### config.mk
export PLATFORM = sky130hd
export DESIGN_NAME = mceliece_stream_encrypt
export DESIGN_NICKNAME = d
export VERILOG_FILES = /design/src/rtl/mceliece_stream_encrypt.sv
export SDC_FILE = /design/constraint.sdc
export NUM_CORES = 1
export LEC_CHECK = 0
export BUFFER_PORTS_ARGS = -buffer_cell sky130_fd_sc_hd__clkbuf_2
export CAP_MARGIN = 20
export CORE_MARGIN = 2
export CORE_UTILIZATION = 25
export CTS_CLUSTER_SIZE = 12
export DETAILED_ROUTE_END_ITERATION = 10
export REMOVE_ABC_BUFFERS = 1
export SYNTH_ARGS = -nofsm -noshare
export SYNTH_HDL_FRONTEND = slang
export SYNTH_SLANG_ARGS = --single-unit
### constraint.sdc
create_clock -name clk_i -period 3.9 [get_ports clk_i]
set_input_delay 0.39 -clock clk_i [delete_from_list [all_inputs] [get_ports clk_i]]
set_output_delay 0.39 -clock clk_i [all_outputs]
set_load 0.05 [all_outputs]
### src/rtl/mceliece_stream_encrypt.sv
// mceliece_stream_encrypt: streaming GF(2) encryption, cipher = (message x G') ^ error.
// Key columns are reduced as they arrive, so no key store is held.
module mceliece_stream_encrypt #(
  parameter int Q = 5,
  parameter int T = 2,
  parameter int P = 4,
  localparam int NM = Q * Q,
  localparam int K = NM + 2 * T * Q,
  localparam int CW = $clog2(K + P)
) (
  input  logic          clk_i,
  input  logic          rst_ni,
  input  logic          start_i,
  input  logic          abort_i,
  input  logic [NM-1:0] message_i,
  input  logic [K-1:0]  error_i,
  input  logic          key_valid_i,
  output logic          key_ready_o,
  input  logic [P*NM-1:0] key_cols_i,
  output logic [K-1:0]  cipher_o,
  output logic          cipher_valid_o,
  input  logic          cipher_ack_i,
  output logic          busy_o
);
  typedef enum logic [1:0] {IDLE, LOAD, ADD, DONE} state_t;
  state_t state_q;
  logic [CW-1:0] col_q, idx;
  logic [NM-1:0] msg_q;
  logic [K-1:0] err_q, cw_q, cw_d, cipher_q;
  logic valid_q, ready_q, busy_q, accept, beat;
  assign accept = start_i && !abort_i && (state_q == IDLE || (state_q == DONE && cipher_ack_i));
  assign beat = key_valid_i && ready_q;
  // Columns past K on the final beat fall outside the codeword and are dropped.
  always_comb begin
    cw_d = cw_q;
    idx = '0;
    for (int i = 0; i < P; i++) begin
      idx = col_q + CW'(i);
      if (idx < CW'(K)) cw_d[idx] = ^(key_cols_i[i*NM +: NM] & msg_q);
    end
  end
  always_ff @(posedge clk_i or negedge rst_ni) begin
    if (!rst_ni) begin
      state_q <= IDLE;
      col_q <= '0;
      msg_q <= '0;
      err_q <= '0;
      cw_q <= '0;
      cipher_q <= '0;
      valid_q <= 1'b0;
      ready_q <= 1'b0;
      busy_q <= 1'b0;
    end else if (abort_i && state_q != IDLE) begin
      state_q <= IDLE;
      cipher_q <= '0;
      valid_q <= 1'b0;
      ready_q <= 1'b0;
      busy_q <= 1'b0;
    end else if (accept) begin
      state_q <= LOAD;
      msg_q <= message_i;
      err_q <= error_i;
      cw_q <= '0;
      col_q <= '0;
      valid_q <= 1'b0;
      ready_q <= 1'b1;
      busy_q <= 1'b1;
    end else begin
      case (state_q)
        LOAD: if (beat) begin
          cw_q <= cw_d;
          col_q <= col_q + CW'(P);
          if (col_q + CW'(P) >= CW'(K)) begin
            state_q <= ADD;
            ready_q <= 1'b0;
          end
        end
        ADD: begin
          cipher_q <= cw_q ^ err_q;
          valid_q <= 1'b1;
          state_q <= DONE;
        end
        DONE: if (cipher_ack_i) begin
          valid_q <= 1'b0;
          busy_q <= 1'b0;
          state_q <= IDLE;
        end
        default: state_q <= IDLE;
      endcase
    end
  end
  assign cipher_o = cipher_q;
  assign cipher_valid_o = valid_q;
  assign key_ready_o = ready_q;
  assign busy_o = busy_q;
endmodule
==> metrics.md <==
| Metric | Value |
|---|---|
| Hold path startpoint | `error_i[39]` |
| Max Root-Sink Buffers | `2` |
| Final HPWL DP | `20900 microns` |
| Post-synthesis register bit count | `169` |
| Die W | `188 microns` |
| Peak Freq | `~380 MHz` |
| Cell family with most CP delay | `buffers and inverters` |
| Syn_area_per_cell | `9.00 sq um` |
| Clock Power Share | `0.183` |
| Final setup fails | `0` |
| IR drop worst, VDD | `490 uV` |
| CP cell instances | `inv_1, ha_1, a21oi_1, or3b_4, buf_4, o21ai_0, nand2_1, nand2_1, o21ai_0` |
| Clock-pin transition on the worst setup and hold timing paths | `~0.070 ns` |
| Vias in the first global route | `about 7200` |
| Postcts setup bufs | `0` |
| Yosys warnings | `0` |
| Power Dens Cells | `878 mW/mm^2` |
| First-pass GRT wire length | `approximately 44000 microns` |
| Critical Path RT | `4.25 ns` |
| Resized cells post-CTS | `0` |
| Worst Tran Pin Value | `0.835 ns` |
| Largest net degree at the start of global routing | `67` |
| Hold Crit Class | `in2reg` |
| Max Cap Violations | `0` |
| H-tree lvl count | `4` |
| Switching pwr | `about 4.5 mW` |
| Net Sw Frac | `0.478` |
| Core area | `0.0334 sq mm` |
| R2r worst-path depth | `9` |
| Post-synth top area cell | `dfrtp_1` |
| Worst Hold Depth | `3` |
| Largest stage delay on the critical path | `roughly 0.70 ns` |
| Initial antenna violation count | `0` |
| Setup TNS | `0 ns` |
| Post-layout nets | `1334` |
| Area contributors post-synth | `dfrtp_1, nand2_1, xnor2_1` |
| Slew Limit Fails | `0` |
| Routed Antenna Nets | `0` |
| Area delta synth->final | `25.8%` |
| Worst Path Max Fanout | `66` |
| RSZ-0062 raised after global routing | `false` |
| Vias post-DR | `around 7000` |
| Total grt overflow | `0` |
| Crit start category | `register` |
| 1st-pass router iterations | `4` |
| Routed WL | `28500 microns` |
| Unique masters post-synth | `36` |
| Die ar. | `approximately 0.035 sq mm` |
| Drc violations | `0` |
| Die H | `188 microns` |
| Worst setup EP type | `register` |
| Util after Layout | `0.319` |
| GRT Total Usage | `0.164` |
| Total CTS buffers | `17` |
| Final Cycle Share | `0.670` |
| Final hold vios | `0` |
| Iteration-0 DRC Markers | `250` |
| Boundary pin count | `224` |
| R2R Setup Slk | `~1.3 ns` |
| Power Internal | `4.90 mW` |
| Comb pwr share | `0.511` |
| CTS tree | `yes` |
| Sequential Power Share | `0.306` |
| Initial core utilization | `0.254` |
| Mapped Area | `0.00849 sq mm` |
| CP bufs+invs | `2` |
| IO Port Bufs | `223` |
| Slowest-stage cell, CP | `buf_4` |
| Leak | `5.15 nW` |
| Final min period | `2.61 ns` |
| Area share of the leading cell type in the synthesized netlist | `0.498` |
| RR Endpoint | `cw_q[8]$_DFFE_PN0P_` |
| Fraction of layout cells with a size suffix above 1 | `0.233` |
| Sequential fraction of the synthesis area | `0.498` |
| WL/cell | `17.7 microns` |
| Root Driver | `clkbuf_16` |
| Clock skew | `~0.0096 ns` |
| CTS sink cnt | `169` |
| Clock latency on the worst-skew pair | `0.43 ns` |
| Vias per cell | `about 4.4` |
| Slew margin rel. | `0.444` |
| Endpoint, Worst Hold | `err_q[39]$_DFFE_PN0P_` |
| Cells after Synth | `943` |
| Antenna cells | `0` |
| Critical path class | `reg2reg` |
| Row count | `67` |
| Routability cong. | `0.922` |
| Data arrival, critical path | `about 3.0 ns` |
| Status | `completed` |
| R2r startpoint | `state_q[0]$_DFFE_PN0P_` |
placed cells by master, fill, tap and decap left out, types with 2 or more instances in the layout:
cell type   instances
a21oi_1             7
a22o_1             18
a31oi_1             3
a32o_1              4
buf_4               9
clkbuf_16          17
clkbuf_2          222
clkbuf_8            3
clkinv_4            2
clkinvlp_4          2
dfrtp_1           169
ha_1                7
inv_1               6
inv_6               5
mux2i_1             3
nand2_1           404
nand2b_1            3
nand3_1             6
nor2_1             18
nor2b_1             3
nor3_1              5
o21ai_0            42
o21ai_1             2
o31ai_1            46
o41ai_1             3
o41ai_2             2
or3_1               3
xnor2_1           106
xnor3_1             8
xor2_1             19
flip-flops by register name (all words and copies together) (netlist names):
| signal | cells |
|---|---|
| busy_o | 1 |
| cipher_o | 45 |
| cipher_valid_o | 1 |
| col_q | 4 |
| cw_q | 45 |
| err_q | 45 |
| key_ready_o | 1 |
| msg_q | 25 |
| state_q | 2 |
layer usage:
layer | share of wire | routed length (microns) | vias to the layer above | track usage
li1 | - | - | 3483 | -
met1 | 0.45 | 12900 | 3350 | 0.217
met2 | 0.46 | 13200 | 254 | 0.270
met3 | 0.073 | 2090 | 14 | 0.0376
met4 | 0.011 | 300 | 0 | 0.0388
met5 | 0 | 0 | - | 0
cell families after synthesis:
logic type,after synthesis,share of synthesized area
compound gates,130,0.106
simple gates,449,0.205
flops,169,0.498
fa+ha+maj,7,0.0103
buf+inv,51,0.0240
xor+xnor,134,0.152
mux,3,0.00354
through the flow:
| step | instances | hold WS (ns) | total power, mW | setup WS (ns) | area, sq um |
|---|---|---|---|---|---|
| after floorplan | 898 | 0.0944 | 6.34 | -3.02 | 8310 |
| after CTS | 1611 | 0.117 | 9.52 | 1.21 | 10700 |
| after global placement | 1579 | 0.431 | 7.73 | 1.28 | 10100 |
| after global routing | 1611 | 0.133 | 9.96 | 0.965 | 10700 |
| final | 1611 | 0.138 | 9.37 | 1.29 | 10700 |
| after detailed placement | 1579 | 0.440 | 7.77 | 1.22 | 10100 |
cells in the mapped netlist:
cell and instances:
nand2_1 404, dfrtp_1 169, xnor2_1 106, o31ai_1 46
o21ai_0 42, clkbuf_1 40, xor2_1 19, a22o_1 18
nor2_1 18, xnor3_1 8, a21oi_1 7, ha_1 7
inv_1 6, nand3_1 6, nor3_1 5, a32o_1 4
buf_2 4, nor2b_1 4, a31oi_1 3, mux2i_1 3
nand2b_1 3, o41ai_1 3, or3_1 3, o21ai_1 2
o41ai_2 2, a31o_2 1, and2_1 1, and3_1 1
buf_6 1, nand3b_1 1, nor3b_1 1, o32a_1 1
o32ai_1 1, or2_2 1, or3b_2 1, xnor2_2 1
worst max-delay path by stage:
stage	endpoint	slack, ns	start	cells after the start
after floorplan	cipher_o[0]$_DFFE_PN0P_	-3.02	state_q[0]$_DFFE_PN0P_	6
after global placement	cw_q[9]$_DFFE_PN0P_	1.28	state_q[0]$_DFFE_PN0P_	9
after detailed placement	cw_q[8]$_DFFE_PN0P_	1.22	state_q[0]$_DFFE_PN0P_	9
after CTS	cw_q[8]$_DFFE_PN0P_	1.21	state_q[0]$_DFFE_PN0P_	9
after global routing	cw_q[13]$_DFFE_PN0P_	0.97	state_q[0]$_DFFE_PN0P_	9
final	cw_q[8]$_DFFE_PN0P_	1.29	state_q[0]$_DFFE_PN0P_	9
timing repair:
action | in CTS | in global routing
hold buffers | 1 | 0
endpoints found under the setup margin | 0 | 0
hold endpoints to repair | 50 | 0
cell type report:
class	instances	area, sq um
inverters	6	22.5
fillers	3573	22800
well taps	448	561
multi-input cells	723	4070
clock buffers	21	470
repair buffers	234	1220
clock inverters	10	106
flip-flops and latches	169	4230
worst min-delay path: stages:
cell      delay, ns
clkbuf_2       0.07
nand2_1        0.04
nand2_1        0.04
power by group through the flow:
stage	Clock (mW)	Sequential, mW	Combinational [mW]
after floorplan	0	3.35	2.99
after global placement	0	2.91	4.82
after detailed placement	0	2.92	4.85
after CTS	1.77	2.89	4.87
after global routing	1.84	2.96	5.16
final	1.71	2.87	4.79
No activity file was read; power rests on OpenSTA's default activity.
